<file path="config.mk">
export PLATFORM = sky130hd
export DESIGN_NAME = ecc_operand_loader_flat
export DESIGN_NICKNAME = d
export VERILOG_FILES = /design/src/rtl/ecc_operand_loader_if.sv /design/src/rtl/ecc_operand_loader.sv /design/src/flat_wrapper.sv
export SDC_FILE = /design/constraint.sdc
export NUM_CORES = 1
export LEC_CHECK = 0
export BUFFER_PORTS_ARGS = -buffer_cell sky130_fd_sc_hd__buf_2
export CAP_MARGIN = 20
export CORE_AREA = 2 2 120 122
export DETAILED_ROUTE_END_ITERATION = 8
export DIE_AREA = 0 0 122 124
export GPL_TIMING_DRIVEN = 0
export PLACE_DENSITY = 0.83
export SLEW_MARGIN = 25
export SYNTH_ARGS = -nofsm -noshare
export SYNTH_HDL_FRONTEND = slang
export SYNTH_SLANG_ARGS = --single-unit
export TNS_END_PERCENT = 30
</file>
<file path="constraint.sdc">
create_clock -name clk -period 1.36 [get_ports clk]
set_input_delay 0.272 -clock clk [delete_from_list [all_inputs] [get_ports clk]]
set_output_delay 0.272 -clock clk [all_outputs]
set_load 0.05 [all_outputs]
</file>
<file path="src/rtl/ecc_operand_loader_if.sv">
// ecc_operand_loader_if: digit-beat input stream, operand-set output stream and error pulses
interface ecc_operand_loader_if #(
  parameter int DIGIT_W = 4,
  parameter int WORD_W  = 32,
  parameter int NUM_CH  = 5
);
  logic                      in_valid;
  logic                      in_start;
  logic [NUM_CH*DIGIT_W-1:0] in_digit;
  logic                      in_ready;
  logic                      out_valid;
  logic                      out_ready;
  logic [NUM_CH*WORD_W-1:0]  out_word;
  logic                      err_orphan;
  logic                      err_restart;
  modport slave (
    input  in_valid, in_start, in_digit, out_ready,
    output in_ready, out_valid, out_word, err_orphan, err_restart
  );
  modport master (
    output in_valid, in_start, in_digit, out_ready,
    input  in_ready, out_valid, out_word, err_orphan, err_restart
  );
endinterface

</file>
<file path="src/rtl/ecc_operand_loader.sv">
// ecc_operand_loader: deserializes NUM_CH digit-serial operands into full words with valid/ready output
module ecc_operand_loader #(
  parameter int DIGIT_W   = 4,
  parameter int WORD_W    = 32,
  parameter int NUM_CH    = 5,
  parameter bit MSB_FIRST = 1'b1
) (
  input logic clk,
  input logic rst,
  ecc_operand_loader_if.slave bus
);
  localparam int BEATS = WORD_W / DIGIT_W;
  localparam int CW    = $clog2(BEATS);
  typedef enum logic [1:0] {IDLE, LOAD, HOLD} state_t;
  state_t                   state_q, state_d;
  logic [CW-1:0]            cnt_q, cnt_d;
  logic [NUM_CH*WORD_W-1:0] word_q, word_d, load_w, shift_w;
  logic                     in_ready_q, out_valid_q;
  logic                     err_orphan_q, err_orphan_d, err_restart_q, err_restart_d;
  logic                     acc, last;
  // first digit lands where successive shifts will carry it to its final position
  always_comb begin
    load_w  = '0;
    shift_w = '0;
    for (int c = 0; c < NUM_CH; c++) begin
      load_w[c*WORD_W +: WORD_W] = MSB_FIRST
        ? {{(WORD_W-DIGIT_W){1'b0}}, bus.in_digit[c*DIGIT_W +: DIGIT_W]}
        : {bus.in_digit[c*DIGIT_W +: DIGIT_W], {(WORD_W-DIGIT_W){1'b0}}};
      shift_w[c*WORD_W +: WORD_W] = MSB_FIRST
        ? {word_q[c*WORD_W +: WORD_W-DIGIT_W], bus.in_digit[c*DIGIT_W +: DIGIT_W]}
        : {bus.in_digit[c*DIGIT_W +: DIGIT_W], word_q[c*WORD_W+DIGIT_W +: WORD_W-DIGIT_W]};
    end
  end
  always_comb begin
    acc           = bus.in_valid && in_ready_q;
    last          = cnt_q == CW'(BEATS-1);
    state_d       = state_q;
    cnt_d         = cnt_q;
    word_d        = word_q;
    err_orphan_d  = 1'b0;
    err_restart_d = 1'b0;
    if (state_q == HOLD) begin
      if (bus.out_ready) state_d = IDLE;
    end else if (acc && bus.in_start) begin
      word_d        = load_w;
      cnt_d         = CW'(1);
      state_d       = LOAD;
      err_restart_d = state_q == LOAD;
    end else if (acc && state_q == IDLE) begin
      err_orphan_d = 1'b1;
    end else if (acc) begin
      word_d  = shift_w;
      cnt_d   = last ? '0 : cnt_q + 1'b1;
      state_d = last ? HOLD : LOAD;
    end
  end
  always_ff @(posedge clk or negedge rst) begin
    if (!rst) begin
      state_q       <= IDLE;
      cnt_q         <= '0;
      word_q        <= '0;
      in_ready_q    <= 1'b1;
      out_valid_q   <= 1'b0;
      err_orphan_q  <= 1'b0;
      err_restart_q <= 1'b0;
    end else begin
      state_q       <= state_d;
      cnt_q         <= cnt_d;
      word_q        <= word_d;
      in_ready_q    <= state_d != HOLD;
      out_valid_q   <= state_d == HOLD;
      err_orphan_q  <= err_orphan_d;
      err_restart_q <= err_restart_d;
    end
  end
  assign bus.in_ready    = in_ready_q;
  assign bus.out_valid   = out_valid_q;
  assign bus.out_word    = word_q;
  assign bus.err_orphan  = err_orphan_q;
  assign bus.err_restart = err_restart_q;
endmodule

</file>
<file path="src/flat_wrapper.sv">
// flat-port wrapper written by rule: the top's interface ports become plain ports
module ecc_operand_loader_flat 
#(
  parameter int DIGIT_W   = 4,
  parameter int WORD_W    = 32,
  parameter int NUM_CH    = 5,
  parameter bit MSB_FIRST = 1'b1
)
  (clk, rst, bus_in_valid, bus_in_start, bus_in_digit, bus_out_ready, bus_in_ready, bus_out_valid, bus_out_word, bus_err_orphan, bus_err_restart);
  ecc_operand_loader_if #(.DIGIT_W(DIGIT_W), .WORD_W(WORD_W), .NUM_CH(NUM_CH)) bus_i ();
  input logic clk;
  input logic rst;
  input wire logic [$bits(bus_i.in_valid)-1:0] bus_in_valid;
  input wire logic [$bits(bus_i.in_start)-1:0] bus_in_start;
  input wire logic [$bits(bus_i.in_digit)-1:0] bus_in_digit;
  input wire logic [$bits(bus_i.out_ready)-1:0] bus_out_ready;
  output wire logic [$bits(bus_i.in_ready)-1:0] bus_in_ready;
  output wire logic [$bits(bus_i.out_valid)-1:0] bus_out_valid;
  output wire logic [$bits(bus_i.out_word)-1:0] bus_out_word;
  output wire logic [$bits(bus_i.err_orphan)-1:0] bus_err_orphan;
  output wire logic [$bits(bus_i.err_restart)-1:0] bus_err_restart;
  assign bus_i.in_valid = bus_in_valid;
  assign bus_i.in_start = bus_in_start;
  assign bus_i.in_digit = bus_in_digit;
  assign bus_i.out_ready = bus_out_ready;
  assign bus_in_ready = bus_i.in_ready;
  assign bus_out_valid = bus_i.out_valid;
  assign bus_out_word = bus_i.out_word;
  assign bus_err_orphan = bus_i.err_orphan;
  assign bus_err_restart = bus_i.err_restart;
  ecc_operand_loader #(.DIGIT_W(DIGIT_W), .WORD_W(WORD_W), .NUM_CH(NUM_CH), .MSB_FIRST(MSB_FIRST)) u_core (.clk(clk), .rst(rst), .bus(bus_i));
endmodule
</file>
# --- After elaboration in Yosys (flattened, before gate mapping) ---
# Cells that the tools add are included.
totals:
  regBits: 169
  latch_bits: 0
  ramBits: 0
  mem_bits_ro: 0
  output_inout_bits: 164
  memories: 0
op_classes:
  add_sub_neg: 1
  mul: 0
  div_mod_pow: 0
  magnitude_cmp: 0
  n_eq_ne: 6
  shifts: 0
  muxes: 18
  n_bitwise: 1
  n_reduce_logical: 6
ops:
  columns: ["op", "count"]
  rows:
  - ["160-bit 2-to-1 mux", 3]
  - ["2-bit 2-to-1 mux", 6]
  - ["3-bit 2-to-1 mux", 4]
  - ["1-bit 2-to-1 mux", 5]
  - ["2-bit equality test (second input constant)", 2]
  - ["3-bit by 1-bit adder with 3-bit output (second input constant)", 1]
  - ["3-bit equality test (second input constant)", 1]
  - ["1-bit logical AND", 3]
  - ["3-bit AND reduction", 1]
  - ["2-bit by 1-bit equality test with 1-bit output (second input constant)", 1]
  - ["2-bit zero test", 1]
  - ["2-bit by 1-bit inequality test with 1-bit output (second input constant)", 1]
  - ["2-bit inequality test (second input constant)", 1]
  - ["2-bit nonzero test", 1]
  - ["1-bit NOT", 1]

# --- Logic depth before layout (Yosys ltp) ---
# Gate-level depths: netlist (run 1).
logic_depth:
  depth_word: 7
  ltp_mapped: 6
  ltp_nobuf: 5

# --- Least setup slack after synthesis (run 1) ---
# OpenSTA, ideal clock, no wires.
synth_path:
  kind: "register to register"
  startpoint: "register u_core.in_ready_q, in the netlist u_core.bus.in_ready"
  endpoint: "register u_core.word_q[100], in the netlist u_core.bus.out_word[100]"
  setup_ns: 0.121
  t_arrival_ns: 1.519
  setup_slack_ns: -0.280
  path_stages_with_launch: 7
  n_path_buf: 3
  period_less_slack_ns: 1.640
  cell_sequence: "dfstp_2 and2_1 o21ai_1 buf_2 buf_6 buf_6 a22o_1"
synth_between:
  elab_chain_cells: 4
  word_cells_on_any_way: 7
  classes_between: "1 x eq/ne; 1 x mux; 5 x reduce/logical"
synth_lines:
  columns: ["item", "line_no", "source"]
  rows:
  - ["start, declared", "ecc_operand_loader.sv:18", "logic in_ready_q, out_valid_q;"]
  - ["start signal, assigned", "ecc_operand_loader.sv:62", "in_ready_q <= 1'b1;"]
  - ["start signal, assigned", "ecc_operand_loader.sv:70", "in_ready_q <= state_d != HOLD;"]
  - ["1-bit logical AND (*)", "ecc_operand_loader.sv:35", "acc = bus.in_valid && in_ready_q;"]
  - ["1-bit logical AND, on equally long branches", "ecc_operand_loader.sv:49, ecc_operand_loader.sv:44", null]
  - ["2-bit by 1-bit inequality test with 1-bit output (no line) / 2-bit nonzero test (equally long branches)", null, null]
  - ["3-bit AND reduction (no line)", null, null]
  - ["end signal, assigned", "ecc_operand_loader.sv:69", "word_q <= word_d;"]
  - ["end, declared", "ecc_operand_loader.sv:17", "logic [NUM_CH*WORD_W-1:0] word_q, word_d, load_w, shift_w;"]
# Every way passes the cells marked *; elsewhere a longest branch is shown, timed or not.
# A chain may end at the register's enable or synchronous reset.

# --- Worst setup path in the final report (run 1) ---
layout_path:
  startpoint: "register u_core.in_ready_q, in the netlist u_core.bus.in_ready"
  endpoint: "register u_core.word_q[78], in the netlist u_core.bus.out_word[78]"
# Same word-level chain as after synthesis.

==> impl_table.tex, run 1 <==
\begin{tabular}{lr}
\hline
Metric & Value \\
\hline
\multicolumn{2}{l}{\textbf{Setup path}} \\
Critical path arrival & 1.89 ns \\
Critical Path Source Type & flip-flop \\
Reg2reg end & u\_core.bus.out\_word[78] \\
Number of cell instances on the worst register-to-register path & 6 \\
Start of the worst register-to-register path & u\_core.bus.in\_ready \\
Maximum fanout count along the critical path & 6 \\
Critical path capture point type & flip-flop \\
Required time at the worst-slack endpoint & 1.65 ns \\
Critical path class & flip-flop to flip-flop \\
Flop-to-flop setup slack & -0.24 ns \\
\multicolumn{2}{l}{\textbf{Global route}} \\
Wire length of the first global-routing pass & 23.5 mm \\
Gr usage total & 20.3\% \\
Pin count of the biggest net entering global routing & 88 \\
Grt ovf & 0 \\
Initial antenna violation count & 0 \\
Vias in the first global route & 4,314 \\
\multicolumn{2}{l}{\textbf{Drt}} \\
DRT iter0 DRCs & 255 \\
Initial DRT Pass Iterations & 4 \\
Drt via density & 5.60 \\
Number of design rule violations left after detail routing & 0 \\
Drt wl/cell & 19.6 um \\
Vias after detailed routing & 4,466 \\
ANT nets after route & 0 \\
WL final & 15.7 mm \\
\multicolumn{2}{l}{\textbf{Layout}} \\
Util after Layout & 62.5\% \\
Synthesis-to-finish area growth & 40.8\% \\
Most common library cell in the layout ignoring fill and taps & sky130\_fd\_sc\_hd\_\_dfrtp\_1 \\
Number of antenna repair diodes & 0 \\
Commonest non-fill, non-tap cells in the layout & sky130\_fd\_sc\_hd\_\_dfrtp\_1, sky130\_fd\_sc\_hd\_\_a22o\_1, sky130\_fd\_sc\_hd\_\_buf\_4 \\
Share of layout cells above drive strength 1 & 47.1\% \\
Net count, final & 632 \\
\multicolumn{2}{l}{\textbf{Outcome}} \\
Result of the run & finished, violations left \\
Failing checks & negative setup slack \\
\multicolumn{2}{l}{\textbf{Synth}} \\
Mapped Avg Cell Area & 15.8 um2 \\
Count of mapped cells out of synthesis & 386 \\
Distinct cell type count after synthesis & 24 \\
Post-synth design cell area & 6090 um2 \\
Syn\_nets & 413 \\
Total of flip-flops plus latches after synthesis & 169 \\
Number of synthesis warnings & 0 \\
Sequential area share after synthesis & 69.5\% \\
\multicolumn{2}{l}{\textbf{CTS}} \\
Clock Latency Late Sink & 0.42 ns \\
CTS root buf & sky130\_fd\_sc\_hd\_\_clkbuf\_16 \\
Clock slew at reported path FFs & 0.06 ns \\
Maximum count of clock buffers along a single path & 2 \\
CTS tree & yes \\
Number of clock buffers inserted by TritonCTS & 17 \\
Htree depth & 4 \\
Clock sink count & 169 \\
\multicolumn{2}{l}{\textbf{Power and ir drop}} \\
Power Total & 16,400 uW \\
Logic gate share of total power & 32.1\% \\
Peak supply drop & 0.00114 V \\
Cell internal pwr & 10,300 uW \\
Power density cells & 1910 nW/um2 \\
Sw Share & 37.0\% \\
Net switching power & 6060 uW \\
Share of total power in the clock network & 29.3\% \\
LEAKAGE & 0.00442 uW \\
Sequential power share & 38.6\% \\
\multicolumn{2}{l}{\textbf{Worst hold path}} \\
Hold wc startpoint & bus\_in\_digit[1] \\
Cell depth of the worst min-delay path & 2 \\
Min-delay worst type & primary input to flip-flop \\
Capture endpoint of the worst hold path & u\_core.bus.out\_word[1] \\
\multicolumn{2}{l}{\textbf{Timing}} \\
Min Tclk post-route & 1.60 ns \\
Slack of the critical path & -0.237 ns \\
Number of max-slew violations in the final report & 0 \\
Worst Tran Pin Value & 0.455 ns \\
Final period util & 117\% \\
Setup violations, final & 167 \\
Final hold violation count & 0 \\
Slew Limit Headroom & 69.6\% \\
Unrepaired setup endpoints after global routing & yes \\
Worst-case clock skew & 0.0109 ns \\
Highest clock rate & 626 MHz \\
\multicolumn{2}{l}{\textbf{Floorplan}} \\
Cell Rows & 43 \\
Die Area & 15,100 um2 \\
Initial Util & 44.4\% \\
Core Footprint & 13,700 um2 \\
Die boundary height & 124 um \\
Die Wd & 122 um \\
Num ports & 189 \\
\multicolumn{2}{l}{\textbf{Placed design}} \\
Count of buffers inserted at the top-level ports & 188 \\
DP Worst Slack & -0.393 ns \\
Routability cong. & 0.820 \\
HPWL after detailed placement & 10.0 mm \\
\multicolumn{2}{l}{\textbf{Job}} \\
Number of maximum-capacitance constraint violations & 0 \\
\hline
\end{tabular}
## sequential cells by signal (all words and copies together) (netlist names)
name                    flops
u_core.state_q              2
u_core.bus.out_valid        1
u_core.bus.err_orphan       1
u_core.bus.err_restart      1
u_core.bus.in_ready         1
u_core.cnt_q                3
u_core.bus.out_word       160
## critical path, stage by stage (launching register included)
cell and delay (ns):
sky130_fd_sc_hd__dfstp_2 0.57, sky130_fd_sc_hd__and2_4 0.17, sky130_fd_sc_hd__o21ai_4 0.08, sky130_fd_sc_hd__buf_12 0.16
sky130_fd_sc_hd__buf_16 0.15, sky130_fd_sc_hd__buf_8 0.12, sky130_fd_sc_hd__a22o_1 0.21
## area by class of cell
cell class / count / area, um2
plain buffers: 33 / 333
multi-input cells: 183 / 1630
flip-flops and latches: 169 / 4230
inverters: 1 / 3.75
repair buffers: 200 / 1550
clock inverters: 13 / 143
well taps: 180 / 225
clock buffers: 19 / 453
fillers: 959 / 5140
## synthesized netlist by cell type (all sizes together)
cell type | n | area (um2)
inv | 1 | 3.75
and2 | 1 | 6.26
a21boi | 1 | 7.51
o21ai | 1 | 5.00
ha | 2 | 25.0
nor2 | 4 | 22.5
nor3 | 1 | 5.00
nand3 | 1 | 5.00
a22o | 143 | 1250
nor4 | 1 | 6.26
a22oi | 1 | 7.51
nand2b | 1 | 6.26
nand2 | 1 | 3.75
dfrtp | 168 | 4200
mux2 | 20 | 225
o22a | 1 | 8.76
nor2b | 2 | 12.5
a21oi | 1 | 5.00
a32o | 1 | 10.0
buf | 33 | 243
dfstp | 1 | 26.3
## power groups by stage
stage | clock (uW) | sequential [uW] | combinational, uW
6_report | 4810 | 6320 | 5260
5_1_grt | 5130 | 6390 | 5500
4_1_cts | 4900 | 6290 | 4990
3_5_place_dp | 0 | 6350 | 4580
3_3_place_gp | 0 | 6300 | 4480
2_1_floorplan | 0 | 8370 | 1270
## cell families (layout without fill, tap and decap cells)
family | Yosys count | after routing | synth area share (%)
simple gates | 12 | 12 | 1.11
mux | 20 | 20 | 3.70
flops | 169 | 169 | 69.5
compound gates | 149 | 149 | 21.3
buf+inv | 34 | 266 | 4.05
fa+ha+maj | 2 | 2 | 0.411
## layer usage
layer  GRT usage (%)  part of all wire, %  vias up
met4            5.82                 0.96        0
met1            27.3                   42     2339
met3            5.95                  6.3       15
li1                -                    -     1937
met5               0                    0        -
met2            32.4                   50      175
## stage by stage
stage	instance area (um2)	TNS [ns]	hold WS, ns	std cells
after floorplan	6100	-37.46	-0.0236	386
after global placement	7270	-423.20	0.477	754
after detailed placement	7300	-46.74	0.295	755
after CTS	8300	-23.80	0.0611	793
after global routing	8570	-33.16	0.0613	798
final	8570	-27.33	0.0845	798
## worst max-delay path by stage
stage	start	to	slack [ns]	cells after the start
3_5_place_dp	u_core.bus.in_ready	u_core.bus.out_word[60]	-0.39	5
2_1_floorplan	u_core.bus.in_ready	u_core.bus.out_word[100]	-0.28	6
3_3_place_gp	rst	u_core.bus.out_word[33]	-2.29	1
4_1_cts	u_core.bus.in_ready	u_core.bus.out_word[104]	-0.20	6
5_1_grt	u_core.bus.in_ready	u_core.bus.out_word[78]	-0.27	6
6_report	u_core.bus.in_ready	u_core.bus.out_word[78]	-0.24	6
## what timing repair did
item / CTS / global route
hold buffers: 1 / 0
gates resized for setup: 122 / 82
cloned: 2 / 2
pin swaps: 2 / 1
hold endpoints to repair: 82 / 0
endpoints found under the setup margin: 262 / 317
setup buffers: 3 / 3
(Power assumes the default switching activity.)
==> run 2: changes to the inputs <==
ABC_AREA = 1   (was not set)
CORE_AREA = 3 3 124 126   (was 2 2 120 122)
DIE_AREA = 0 0 127 129   (was 0 0 122 124)
==> impl_table.tex, run 2 <==
\begin{tabular}{lr}
\hline
Metric & Value \\
\hline
\multicolumn{2}{l}{\textbf{Global route}} \\
Met1 GRT Util & 26.6\% \\
Met3 layer usage reported by global route & 6.19\% \\
Met2 usage in global routing & 30.2\% \\
Initial antenna violation count & 0 \\
Pin count of the biggest net entering global routing & 95 \\
Wire length of the first global-routing pass & 25.3 mm \\
Grt ovf & 0 \\
Gr usage total & 19.5\% \\
Highest-utilization routing layer at the global route stage & met2 \\
Vias in the first global route & 4,955 \\
\multicolumn{2}{l}{\textbf{Setup path}} \\
Critical Path Source Type & flip-flop \\
Critical path arrival & 1.87 ns \\
Critical path capture point type & flip-flop \\
Maximum fanout count along the critical path & 10 \\
Required time at the worst-slack endpoint & 1.66 ns \\
Critical path class & flip-flop to flip-flop \\
\multicolumn{2}{l}{\textbf{CTS}} \\
Clock sink count & 169 \\
Htree depth & 4 \\
CTS root buf & sky130\_fd\_sc\_hd\_\_clkbuf\_16 \\
Clock slew at reported path FFs & 0.07 ns \\
Maximum count of clock buffers along a single path & 2 \\
Clock Latency Late Sink & 0.41 ns \\
CTS tree & yes \\
Number of clock buffers inserted by TritonCTS & 17 \\
\multicolumn{2}{l}{\textbf{Timing}} \\
Unrepaired setup endpoints after global routing & yes \\
Slack of the critical path & -0.208 ns \\
Final period util & 115\% \\
Min Tclk post-route & 1.57 ns \\
Setup violations, final & 164 \\
Highest clock rate & 638 MHz \\
Worst Tran Pin Value & 0.491 ns \\
Fin Setup TNS & -26.93 ns \\
Worst-case clock skew & 0.00757 ns \\
Number of max-slew violations in the final report & 0 \\
Final hold violation count & 0 \\
Slew Limit Headroom & 67.3\% \\
\multicolumn{2}{l}{\textbf{Floorplan}} \\
Core Footprint & 14,400 um2 \\
Cell Rows & 44 \\
Initial Util & 44.7\% \\
Die Wd & 127 um \\
Num ports & 189 \\
Die boundary height & 129 um \\
Die Area & 16,400 um2 \\
\multicolumn{2}{l}{\textbf{Worst hold path}} \\
Min-delay worst type & primary input to flip-flop \\
\multicolumn{2}{l}{\textbf{Job}} \\
Number of maximum-capacitance constraint violations & 0 \\
\multicolumn{2}{l}{\textbf{Drt}} \\
Number of design rule violations left after detail routing & 0 \\
Vias after detailed routing & 5,471 \\
Initial DRT Pass Iterations & 5 \\
DRT iter0 DRCs & 349 \\
ANT nets after route & 0 \\
WL final & 16.7 mm \\
Drt wl/cell & 14.5 um \\
Drt via density & 4.77 \\
\multicolumn{2}{l}{\textbf{Layout}} \\
Share of layout cells above drive strength 1 & 32.4\% \\
Net count, final & 977 \\
Number of flip-flops in the largest register & 160 \\
Most common library cell in the layout ignoring fill and taps & sky130\_fd\_sc\_hd\_\_nand2\_1 \\
Number of antenna repair diodes & 0 \\
Final std cell area, no fill & 9350 um2 \\
Synthesis-to-finish area growth & 45.0\% \\
Commonest non-fill, non-tap cells in the layout & sky130\_fd\_sc\_hd\_\_nand2\_1, sky130\_fd\_sc\_hd\_\_dfrtp\_1, sky130\_fd\_sc\_hd\_\_buf\_4 \\
\multicolumn{2}{l}{\textbf{Power and ir drop}} \\
LEAKAGE & 0.00544 uW \\
Peak supply drop & 0.000793 V \\
Power density cells & 1470 nW/um2 \\
\multicolumn{2}{l}{\textbf{Synth}} \\
Distinct cell type count after synthesis & 16 \\
Total of flip-flops plus latches after synthesis & 169 \\
Mapped Avg Cell Area & 8.89 um2 \\
Syn\_nets & 752 \\
Ranking of synthesized cells by area & sky130\_fd\_sc\_hd\_\_dfrtp\_1, sky130\_fd\_sc\_hd\_\_nand2\_1, sky130\_fd\_sc\_hd\_\_nand3\_1 \\
Post-synth top flop & sky130\_fd\_sc\_hd\_\_dfrtp\_1 \\
Cell accounting for the most synthesized area & sky130\_fd\_sc\_hd\_\_dfrtp\_1 \\
Number of flops mapped to enable cells by yosys & 0 \\
Share of the synthesized area in the top cell type & 65.2\% \\
Number of synthesis warnings & 0 \\
Sequential area share after synthesis & 65.6\% \\
Most instantiated cells after synthesis & sky130\_fd\_sc\_hd\_\_nand2\_1, sky130\_fd\_sc\_hd\_\_dfrtp\_1, sky130\_fd\_sc\_hd\_\_nand3\_1 \\
Fraction of registers with async set or reset after synthesis & 100\% \\
Count of mapped cells out of synthesis & 725 \\
Most frequent cell after synthesis & sky130\_fd\_sc\_hd\_\_nand2\_1 \\
Post-synth design cell area & 6440 um2 \\
\multicolumn{2}{l}{\textbf{Placed design}} \\
HPWL after detailed placement & 10.9 mm \\
Routability cong. & 0.816 \\
Count of buffers inserted at the top-level ports & 188 \\
Post-place instance area & 7710 um2 \\
\multicolumn{2}{l}{\textbf{Outcome}} \\
Result of the run & finished, violations left \\
Failing checks & negative setup slack \\
\hline
\end{tabular}
==> run 2: changes by cell type after synthesis, sizes merged, moves of 2 or more <==
cell	delta
inv	+6
nand2	+479
mux2	-20
clkbuf	+10
buf	-7
a22o	-143
nand3	+24
nor2b	-2
==> run 2: what timing repair did <==
item / 4_1_cts / 5_1_grt
resized for setup: 133 / 162
endpoints found under the setup margin: 228 / 336
cloned: 3 / 5
hold endpoints to repair: 75 / 0
pin swaps: 4 / 16
hold buffers: 1 / 0
setup buffers: 9 / 0
==> run 2: where the power goes <==
part / leakage (uW) / switching [uW] / internal, uW
clock network: 0.000303 / 1940 / 3310
registers: 0.00229 / 275 / 5350
logic: 0.00284 / 1930 / 925
==> run 2: critical path: stages (launching register included) <==
cell	delay (ns)
sky130_fd_sc_hd__dfstp_4	0.68
sky130_fd_sc_hd__nand2_8	0.08
sky130_fd_sc_hd__nor2_4	0.18
sky130_fd_sc_hd__nand2_8	0.09
sky130_fd_sc_hd__buf_12	0.15
sky130_fd_sc_hd__buf_6	0.14
sky130_fd_sc_hd__nand2_1	0.07
sky130_fd_sc_hd__nand2_1	0.06
==> run 2: metal layers <==
layer  vias to the layer above  share of wire (%)
met5                         -                  0
met4                         0                1.0
met3                        15                7.2
met2                       171                 49
met1                      2631                 43
li1                       2654                  -
==> run 2: final timing paths <==
path                                            end  slack (ns)               startpoint  cells past startpoint
max in group asynchronous  u_core.bus.out_word[126]        0.17                      rst                      3
max reg2reg                u_core.bus.out_word[106]       -0.21      u_core.bus.in_ready                      7
min in group asynchronous   u_core.bus.out_word[42]        0.37                      rst                      2
min reg2reg                 u_core.bus.out_word[93]        0.47  u_core.bus.out_word[93]                      2
max                        u_core.bus.out_word[106]       -0.21      u_core.bus.in_ready                      7
min                         u_core.bus.out_word[32]        0.08          bus_in_digit[4]                      3
==> run 2: kinds of logic after synthesis <==
| group | Yosys count | share of synthesized area, % |
|---|---|---|
| AOI/OAI and AO/OA | 1 | 0.0776 |
| adders and majority gates | 2 | 0.388 |
| buffers and inverters | 43 | 3.42 |
| DFF | 169 | 65.6 |
| and+or+nand+nor | 510 | 30.5 |
==> run 2: stage by stage <==
step	utilization [%]	std cells	hold slack [ns]	total power [uW]	setup slack [ns]
final	64.8	1146	0.0809	13700	-0.208
after global routing	64.8	1146	0.0760	14300	-0.301
after CTS	61.4	1141	0.0565	13600	-0.204
after detailed placement	53.5	1098	0.287	8030	-0.467
after global placement	53.2	1097	0.449	7990	-2.60
after floorplan	-	725	-0.0236	7310	-0.191
==> run 2: layout make-up <==
cell class	count	area (um2)
Buffer	35	447
Clock buffer	20	447
Clock inverter	11	195
Fill cell	1129	5080
Inverter	7	26.3
Multi-Input combinational cell	513	2150
Sequential cell	169	4240
Tap cell	184	230
Timing Repair Buffer	207	1610
